File: config.mk
export PLATFORM = sky130hd
export DESIGN_NAME = bus_arbiter_rr_flat
export DESIGN_NICKNAME = d
export VERILOG_FILES = /design/src/rtl/bus_arbiter_rr_pkg.sv /design/src/rtl/bus_arbiter_rr_if.sv /design/src/rtl/bus_arbiter_rr_rr_pick.sv /design/src/rtl/bus_arbiter_rr.sv /design/src/flat_wrapper.sv
export SDC_FILE = /design/constraint.sdc
export NUM_CORES = 1
export LEC_CHECK = 0
export CAP_MARGIN = 40
export CORE_ASPECT_RATIO = 0.75
export CORE_MARGIN = 8
export CORE_UTILIZATION = 42
export CTS_CLUSTER_DIAMETER = 100
export DETAILED_ROUTE_END_ITERATION = 8
export MAX_ROUTING_LAYER = met4
export PLACE_DENSITY = 0.79
export RECOVER_POWER = 50
export SYNTH_ARGS = -nofsm -noshare
export SYNTH_HDL_FRONTEND = slang
export SYNTH_SLANG_ARGS = --single-unit
File: constraint.sdc
create_clock -name clk -period 1.91 [get_ports clk]
set_clock_uncertainty 0.15 [all_clocks]
set_input_delay 0.2865 -clock clk [delete_from_list [all_inputs] [get_ports clk]]
set_output_delay 0.2865 -clock clk [all_outputs]
set_load 0.03 [all_outputs]
File: src/rtl/bus_arbiter_rr_pkg.sv
// Shared types for the round-robin bus arbiter: FSM encoding, bus op codes, index sizing.
// Used by the arbiter top and by the bench so both agree on encodings.
package bus_arbiter_rr_pkg;

    typedef enum logic [1:0] {
        ST_IDLE = 2'd0,
        ST_BUSY = 2'd1,
        ST_DONE = 2'd2
    } state_t;

    localparam logic OP_READ  = 1'b1;
    localparam logic OP_WRITE = 1'b0;

    // A single requester still needs a one-bit index register.
    function automatic int idx_width(input int n);
        return (n > 1) ? $clog2(n) : 1;
    endfunction

endpackage

File: src/rtl/bus_arbiter_rr_if.sv
// Requester-side and memory-bus-side signal bundle of the arbiter.
// master = requesters plus memory block; slave = the arbiter itself.
interface bus_arbiter_rr_if #(
    parameter int NUM_REQ = 2,
    parameter int ADDR_W  = 8,
    parameter int DATA_W  = 8
);
    logic [NUM_REQ-1:0]        req;
    logic [NUM_REQ-1:0]        rd_op;
    logic [NUM_REQ*ADDR_W-1:0] addr_in;
    logic [NUM_REQ*DATA_W-1:0] wdata_in;
    logic [NUM_REQ-1:0]        gnt;
    logic [NUM_REQ-1:0]        done;
    logic [DATA_W-1:0]         rdata_out;
    logic                      timeout_err;
    logic                      bus_access;
    logic                      bus_read_op;
    logic [ADDR_W-1:0]         bus_addr;
    logic [DATA_W-1:0]         bus_wdata;
    logic [DATA_W-1:0]         bus_rdata;
    logic                      bus_finish;

    modport master (
        output req, rd_op, addr_in, wdata_in, bus_rdata, bus_finish,
        input  gnt, done, rdata_out, timeout_err, bus_access, bus_read_op, bus_addr, bus_wdata
    );

    modport slave (
        input  req, rd_op, addr_in, wdata_in, bus_rdata, bus_finish,
        output gnt, done, rdata_out, timeout_err, bus_access, bus_read_op, bus_addr, bus_wdata
    );
endinterface

File: src/rtl/bus_arbiter_rr_rr_pick.sv
// Combinational round-robin winner: first requester above last_gnt, wrapping modulo NUM_REQ.
// Zero latency; vld low when nobody requests.
module rr_pick #(
    parameter int NUM_REQ = 2,
    parameter int IDX_W   = 1
) (
    input  logic [NUM_REQ-1:0] req,
    input  logic [IDX_W-1:0]   last_gnt,
    output logic [NUM_REQ-1:0] win,
    output logic               vld
);
    logic [IDX_W-1:0] cand;

    always_comb begin
        win  = '0;
        vld  = 1'b0;
        cand = '0;
        // Offset 1..NUM_REQ so the last winner is considered only after everyone else.
        for (int k = 1; k <= NUM_REQ; k++) begin
            cand = IDX_W'((int'(last_gnt) + k) % NUM_REQ);
            if (!vld && req[cand]) begin
                win[cand] = 1'b1;
                vld       = 1'b1;
            end
        end
    end
endmodule

File: src/rtl/bus_arbiter_rr.sv
// Round-robin arbiter serialising NUM_REQ cache controllers onto one memory bus; req->bus_access 1 cycle.
// Backpressure: requesters hold req until their done pulse; the bus paces completion via bus_finish or timeout.
module bus_arbiter_rr
    import bus_arbiter_rr_pkg::*;
#(
    parameter int NUM_REQ = 2,
    parameter int ADDR_W  = 8,
    parameter int DATA_W  = 8,
    parameter int TIMEOUT = 64
) (
    input  logic           clk,
    input  logic           rst,
    bus_arbiter_rr_if.slave bif
);
    localparam int IDX_W = idx_width(NUM_REQ);
    localparam int CNT_W = $clog2(TIMEOUT) + 1;

    state_t              state_q, state_d;
    logic [IDX_W-1:0]    idx_q, idx_d, last_q, last_d, pick_idx;
    logic                rd_q, rd_d, err_q, err_d;
    logic [ADDR_W-1:0]   addr_q, addr_d;
    logic [DATA_W-1:0]   wdata_q, wdata_d, rdata_q, rdata_d;
    logic [CNT_W-1:0]    cnt_q, cnt_d;
    logic [NUM_REQ-1:0]  pick_win, idx_oh;
    logic                pick_vld;
    logic                busy;

    rr_pick #(.NUM_REQ(NUM_REQ), .IDX_W(IDX_W)) rp0 (
        .req      (bif.req),
        .last_gnt (last_q),
        .win      (pick_win),
        .vld      (pick_vld)
    );

    always_comb begin
        pick_idx = '0;
        for (int i = 0; i < NUM_REQ; i++) begin
            if (pick_win[i]) pick_idx = IDX_W'(i);
        end
    end

    always_ff @(posedge clk or posedge rst) begin
        if (rst) begin
            state_q <= ST_IDLE;
            idx_q   <= '0;
            last_q  <= IDX_W'(NUM_REQ - 1);
            rd_q    <= 1'b0;
            err_q   <= 1'b0;
            addr_q  <= '0;
            wdata_q <= '0;
            rdata_q <= '0;
            cnt_q   <= '0;
        end else begin
            state_q <= state_d;
            idx_q   <= idx_d;
            last_q  <= last_d;
            rd_q    <= rd_d;
            err_q   <= err_d;
            addr_q  <= addr_d;
            wdata_q <= wdata_d;
            rdata_q <= rdata_d;
            cnt_q   <= cnt_d;
        end
    end

    always_comb begin
        state_d = state_q;
        idx_d   = idx_q;
        last_d  = last_q;
        rd_d    = rd_q;
        err_d   = err_q;
        addr_d  = addr_q;
        wdata_d = wdata_q;
        rdata_d = rdata_q;
        cnt_d   = cnt_q;
        unique case (state_q)
            ST_IDLE: begin
                if (pick_vld) begin
                    idx_d   = pick_idx;
                    rd_d    = bif.rd_op[pick_idx];
                    addr_d  = bif.addr_in[int'(pick_idx)*ADDR_W +: ADDR_W];
                    wdata_d = bif.wdata_in[int'(pick_idx)*DATA_W +: DATA_W];
                    cnt_d   = '0;
                    err_d   = 1'b0;
                    state_d = ST_BUSY;
                end
            end
            ST_BUSY: begin
                // A finish on the last allowed cycle still counts as a clean completion.
                if (bif.bus_finish) begin
                    if (rd_q == OP_READ) rdata_d = bif.bus_rdata;
                    state_d = ST_DONE;
                end else if (cnt_q == CNT_W'(TIMEOUT - 1)) begin
                    err_d   = 1'b1;
                    state_d = ST_DONE;
                end else begin
                    cnt_d = cnt_q + CNT_W'(1);
                end
            end
            ST_DONE: begin
                last_d  = idx_q;
                state_d = ST_IDLE;
            end
            default: state_d = ST_IDLE;
        endcase
    end

    assign busy   = (state_q == ST_BUSY);
    assign idx_oh = NUM_REQ'(1) << idx_q;

    assign bif.gnt         = (state_q != ST_IDLE) ? idx_oh : '0;
    assign bif.done        = (state_q == ST_DONE) ? idx_oh : '0;
    assign bif.timeout_err = (state_q == ST_DONE) && err_q;
    assign bif.bus_access  = busy;
    assign bif.bus_read_op = busy ? rd_q : OP_WRITE;
    assign bif.bus_addr    = busy ? addr_q : '0;
    assign bif.bus_wdata   = busy ? wdata_q : '0;
    assign bif.rdata_out   = rdata_q;
endmodule

File: src/flat_wrapper.sv
// flat-port wrapper written by rule: the top's interface ports become plain ports
module bus_arbiter_rr_flat import bus_arbiter_rr_pkg::*;
#(
    parameter int NUM_REQ = 2,
    parameter int ADDR_W  = 8,
    parameter int DATA_W  = 8,
    parameter int TIMEOUT = 64
)
  (clk, rst, bif_req, bif_rd_op, bif_addr_in, bif_wdata_in, bif_bus_rdata, bif_bus_finish, bif_gnt, bif_done, bif_rdata_out, bif_timeout_err, bif_bus_access, bif_bus_read_op, bif_bus_addr, bif_bus_wdata);
  bus_arbiter_rr_if #(.NUM_REQ(NUM_REQ), .ADDR_W(ADDR_W), .DATA_W(DATA_W)) bif_i ();
  input  logic clk;
  input  logic rst;
  input wire logic [$bits(bif_i.req)-1:0] bif_req;
  input wire logic [$bits(bif_i.rd_op)-1:0] bif_rd_op;
  input wire logic [$bits(bif_i.addr_in)-1:0] bif_addr_in;
  input wire logic [$bits(bif_i.wdata_in)-1:0] bif_wdata_in;
  input wire logic [$bits(bif_i.bus_rdata)-1:0] bif_bus_rdata;
  input wire logic [$bits(bif_i.bus_finish)-1:0] bif_bus_finish;
  output wire logic [$bits(bif_i.gnt)-1:0] bif_gnt;
  output wire logic [$bits(bif_i.done)-1:0] bif_done;
  output wire logic [$bits(bif_i.rdata_out)-1:0] bif_rdata_out;
  output wire logic [$bits(bif_i.timeout_err)-1:0] bif_timeout_err;
  output wire logic [$bits(bif_i.bus_access)-1:0] bif_bus_access;
  output wire logic [$bits(bif_i.bus_read_op)-1:0] bif_bus_read_op;
  output wire logic [$bits(bif_i.bus_addr)-1:0] bif_bus_addr;
  output wire logic [$bits(bif_i.bus_wdata)-1:0] bif_bus_wdata;
  assign bif_i.req = bif_req;
  assign bif_i.rd_op = bif_rd_op;
  assign bif_i.addr_in = bif_addr_in;
  assign bif_i.wdata_in = bif_wdata_in;
  assign bif_i.bus_rdata = bif_bus_rdata;
  assign bif_i.bus_finish = bif_bus_finish;
  assign bif_gnt = bif_i.gnt;
  assign bif_done = bif_i.done;
  assign bif_rdata_out = bif_i.rdata_out;
  assign bif_timeout_err = bif_i.timeout_err;
  assign bif_bus_access = bif_i.bus_access;
  assign bif_bus_read_op = bif_i.bus_read_op;
  assign bif_bus_addr = bif_i.bus_addr;
  assign bif_bus_wdata = bif_i.bus_wdata;
  bus_arbiter_rr #(.NUM_REQ(NUM_REQ), .ADDR_W(ADDR_W), .DATA_W(DATA_W), .TIMEOUT(TIMEOUT)) u_core (.clk(clk), .rst(rst), .bif(bif_i));
endmodule
==> results of run 1 <==
-- worst max-delay path by stage --
stage,from,to,slack [ns],depth (start not counted)
4_1_cts,u_core.state_q[0],bif_bus_addr[7],-0.05,5
6_report,u_core.state_q[1],bif_bus_addr[7],0.03,4
5_1_grt,u_core.state_q[1],bif_bus_addr[7],-0.02,4
3_3_place_gp,bif_bus_finish,u_core.cnt_q[5],0.04,5
2_1_floorplan,u_core.state_q[1],bif_bus_addr[0],0.04,3
3_5_place_dp,bif_bus_finish,u_core.cnt_q[5],0.02,5
-- layer usage --
layer  GRT usage [%]  vias to the layer above
li1                -                      780
met1            17.4                      756
met2            21.9                       52
met3            5.20                        4
met4            2.85                        0
met5               -                        -
-- worst reg2reg max path, delay by kind of cell, from the launching register on --
kind | cells | cell delay [ns]
buf+inv | 4 | 0.57
flops | 1 | 0.37
compound gates | 2 | 0.31
simple gates | 2 | 0.25
-- sequential cells by signal (all words and copies together) (netlist names) --
name,cells
u_core.wdata_q,8
u_core.idx_q,1
u_core.last_q,1
u_core.cnt_q,7
u_core.rd_q,1
u_core.err_q,1
u_core.addr_q,8
u_core.state_q,2
u_core.bif.rdata_out,8
-- report_power, final --
| group | internal, µW | total [µW] | switching [µW] | leakage (µW) |
|---|---|---|---|---|
| registers | 1120 | 1320 | 194 | 0.000462 |
| clock network | 253 | 524 | 271 | 0.0000450 |
| logic | 1270 | 2550 | 1290 | 0.000850 |
| total | 2640 | 4390 | 1750 | 0.00136 |
-- kinds of logic (layout without fill, tap and decap cells) --
kind of cell	after synthesis	after routing
AO/OA/AOI/OAI	34	34
multiplexers	28	28
adder cells (fa/ha/maj)	1	1
AND/OR/NAND/NOR	64	64
buffers and inverters	10	103
flip-flops	37	37
-- cell usage after synthesis, drive strengths merged --
library cell	count	share of area, %
nand2	26	5.4
a221o	1	0.54
and2b	2	0.95
nand2b	1	0.34
nor3	1	0.27
and3	1	0.34
o22ai	1	0.34
a21boi	1	0.41
o21a	2	0.82
o21ai	22	6.0
and4b	1	0.61
clkbuf	3	0.61
dfrtp	36	49
dfstp	1	1.4
ha	1	0.68
inv	2	0.41
a21oi	2	1.2
nor2b	2	0.68
nand3	1	0.27
buf	5	1.6
and2	22	7.5
nor2	4	0.95
a21o	1	0.48
a211o	1	0.48
nor3b	2	0.82
a22o	2	0.95
mux2	10	6.1
mux2i	18	9.8
or3b	1	0.61
a31oi	1	0.34
-- cell type report --
cell class | instances | area, µm²
Fill cell | 362 | 1400
Tap cell | 57 | 71.3
Timing Repair Buffer | 93 | 936
Inverter | 2 | 7.51
Multi-Input combinational cell | 127 | 913
Clock inverter | 2 | 10.0
Clock buffer | 6 | 72.6
Sequential cell | 37 | 927
-- metrics by stage --
| step | power [µW] | instances |
|---|---|---|
| floorplan | 2610 | 174 |
| global placement | 3480 | 312 |
| detailed placement | 3540 | 312 |
| CTS | 4060 | 320 |
| global route | 4660 | 324 |
| finish | 4390 | 324 |
-- what timing repair did --
item,in CTS,in global routing
endpoints found under the setup margin,21,21
hold buffers,0,0
resized for setup,6,42
pin swaps,0,8
setup buffers,0,3
cloned,0,1
==> results.txt, run 1 <==
Status - complete, no violations
Worst min path class - flop to flop
Pleak - 0.00136 µW
Xor/xnor share of the synthesized area - 0%
PwrDens - 1500 nW/µm²
Peak VDD IR - 0.839 mV
CTS HTree Levels - 2
Reg2Reg Depth - 8
Netlist cell types - 34
Area Overhead vs Synth - 59.8%
Drc violations - 0
WHS Endpoint - u_core.addr_q[1]
Core Region - 4340 µm²
WP data arrival - 1.45 ns
Routability Congestion - 0.814
Worst Tran Pin Value - 0.666 ns
Slowest cell on crit path - dfrtp_1
Metal2 WL - 2.28 mm
Crit. End Element - output port
Simple-gate share of the synthesized area - 18.8%
M1 WL - 2.19 mm
Clk_lat worst skew - 0.28 ns
Core Rows - 21
CTS Buf Count - 5
First DRT Iteration DRCs - 86
Slew HR - 55.6%
Final net count - 314
Syn_nets - 222
Initial Util - 42.4%
CP Data Required Time - 1.47 ns
Syn Inst Count - 174
Reg2reg setup slack - 0.14 ns
CTS Sinks - 37
Multiplexer share of the synthesized area - 15.9%
Top delay family on crit path - simple AND/OR/NAND/NOR gates
Synth Area in Compound Gates - 11.5%
Reg2reg start - u_core.state_q[0]
Final WS setup - 0.0283 ns
Worst Setup Start Kind - flop
Final ANT Viol Nets - 0
Largest family of logic cells by synthesized area - simple AND/OR/NAND/NOR gates
IO Pins - 78
Most common cell after layout, fill and taps aside - clkdlybuf4s50_1
Setup violators final - 0
Final HPWL DP - 3.66 mm
Drt wl/cell - 15.1 µm
Post-Place Cell Area - 2720 µm²
Largest net degree at the start of global routing - 29
Pins Over Slew Limit - 0
WL met3 - 385 µm
Wirelength, routed - 4.89 mm
Vias per Instance - 4.91
Hold path depth - 2
Post-synthesis register bit count - 37
Min cycle time layout - 1.88 ns
RSZ-0062 raised after global routing - yes
Adder-Cell Fraction of Synth Area - 0.681%
Setup TNS - 0 ns
Final hold viol count - 0
Max frequency - 531 MHz
Crit path cell chain - and2b_4, clkbuf_16, and2_4, buf_6
Die height - 73.3 µm
Top Metal Used - met4
Post-route design area - 2940 µm²
Die Area - 6770 µm²
Post-layout util - 67.8%
Detailed Routing Iterations Pass 1 - 4
Via Count - 1592
Initial antenna violation count - 0
Root Buffer - clkbuf_8
Min-delay src - u_core.addr_q[1]
PortBufs - 77
Vias in the first global route - 1552
Synth Cell Area - 1840 µm²
Register area share after synthesis - 50.4%
Max clock buf depth - 2
Synthesis Warnings - 0
Max-cap violations - 0
First-pass GRT wire length - 7.55 mm
FF-to-FF End - u_core.cnt_q[5]
Max Fanout on Critical Path - 5
WP buf/inv - 2
Final period utilization - 98.5%
Die width - 92.4 µm
Overall global routing resource usage - 14.1%
Worst setup path class - flop to output port
Dpl ws - 0.0208 ns
Hold slack - 0.332 ns
GR Overflow Total - 0
Commonest non-fill, non-tap cells in the layout - clkdlybuf4s50_1 (53), dfrtp_1 (36), nand2_1 (25), o21ai_0 (21), mux2i_1 (18)
Antenna Cells - 0
Share of cells above drive strength 1 - 30.3%
CTS tree - built
Avg Cell Area, Syn - 10.6 µm²
Clock transition at path regs - 0.07 ns
Slowest stage delay, CP - 0.42 ns
Note: power is estimated with default switching activity, not from simulation.
==> run 2: changes to the inputs <==
- GPL_TIMING_DRIVEN: unset -> 1
- SLEW_MARGIN: unset -> 20
==> results of run 2 <==
Final layout, timing and power as in run 1 (identical DEF).
==> run 3: changes to the inputs <==
- GPL_ROUTABILITY_DRIVEN: unset -> 0
==> results of run 3 <==
Final layout, timing and power as in run 1 (identical DEF).
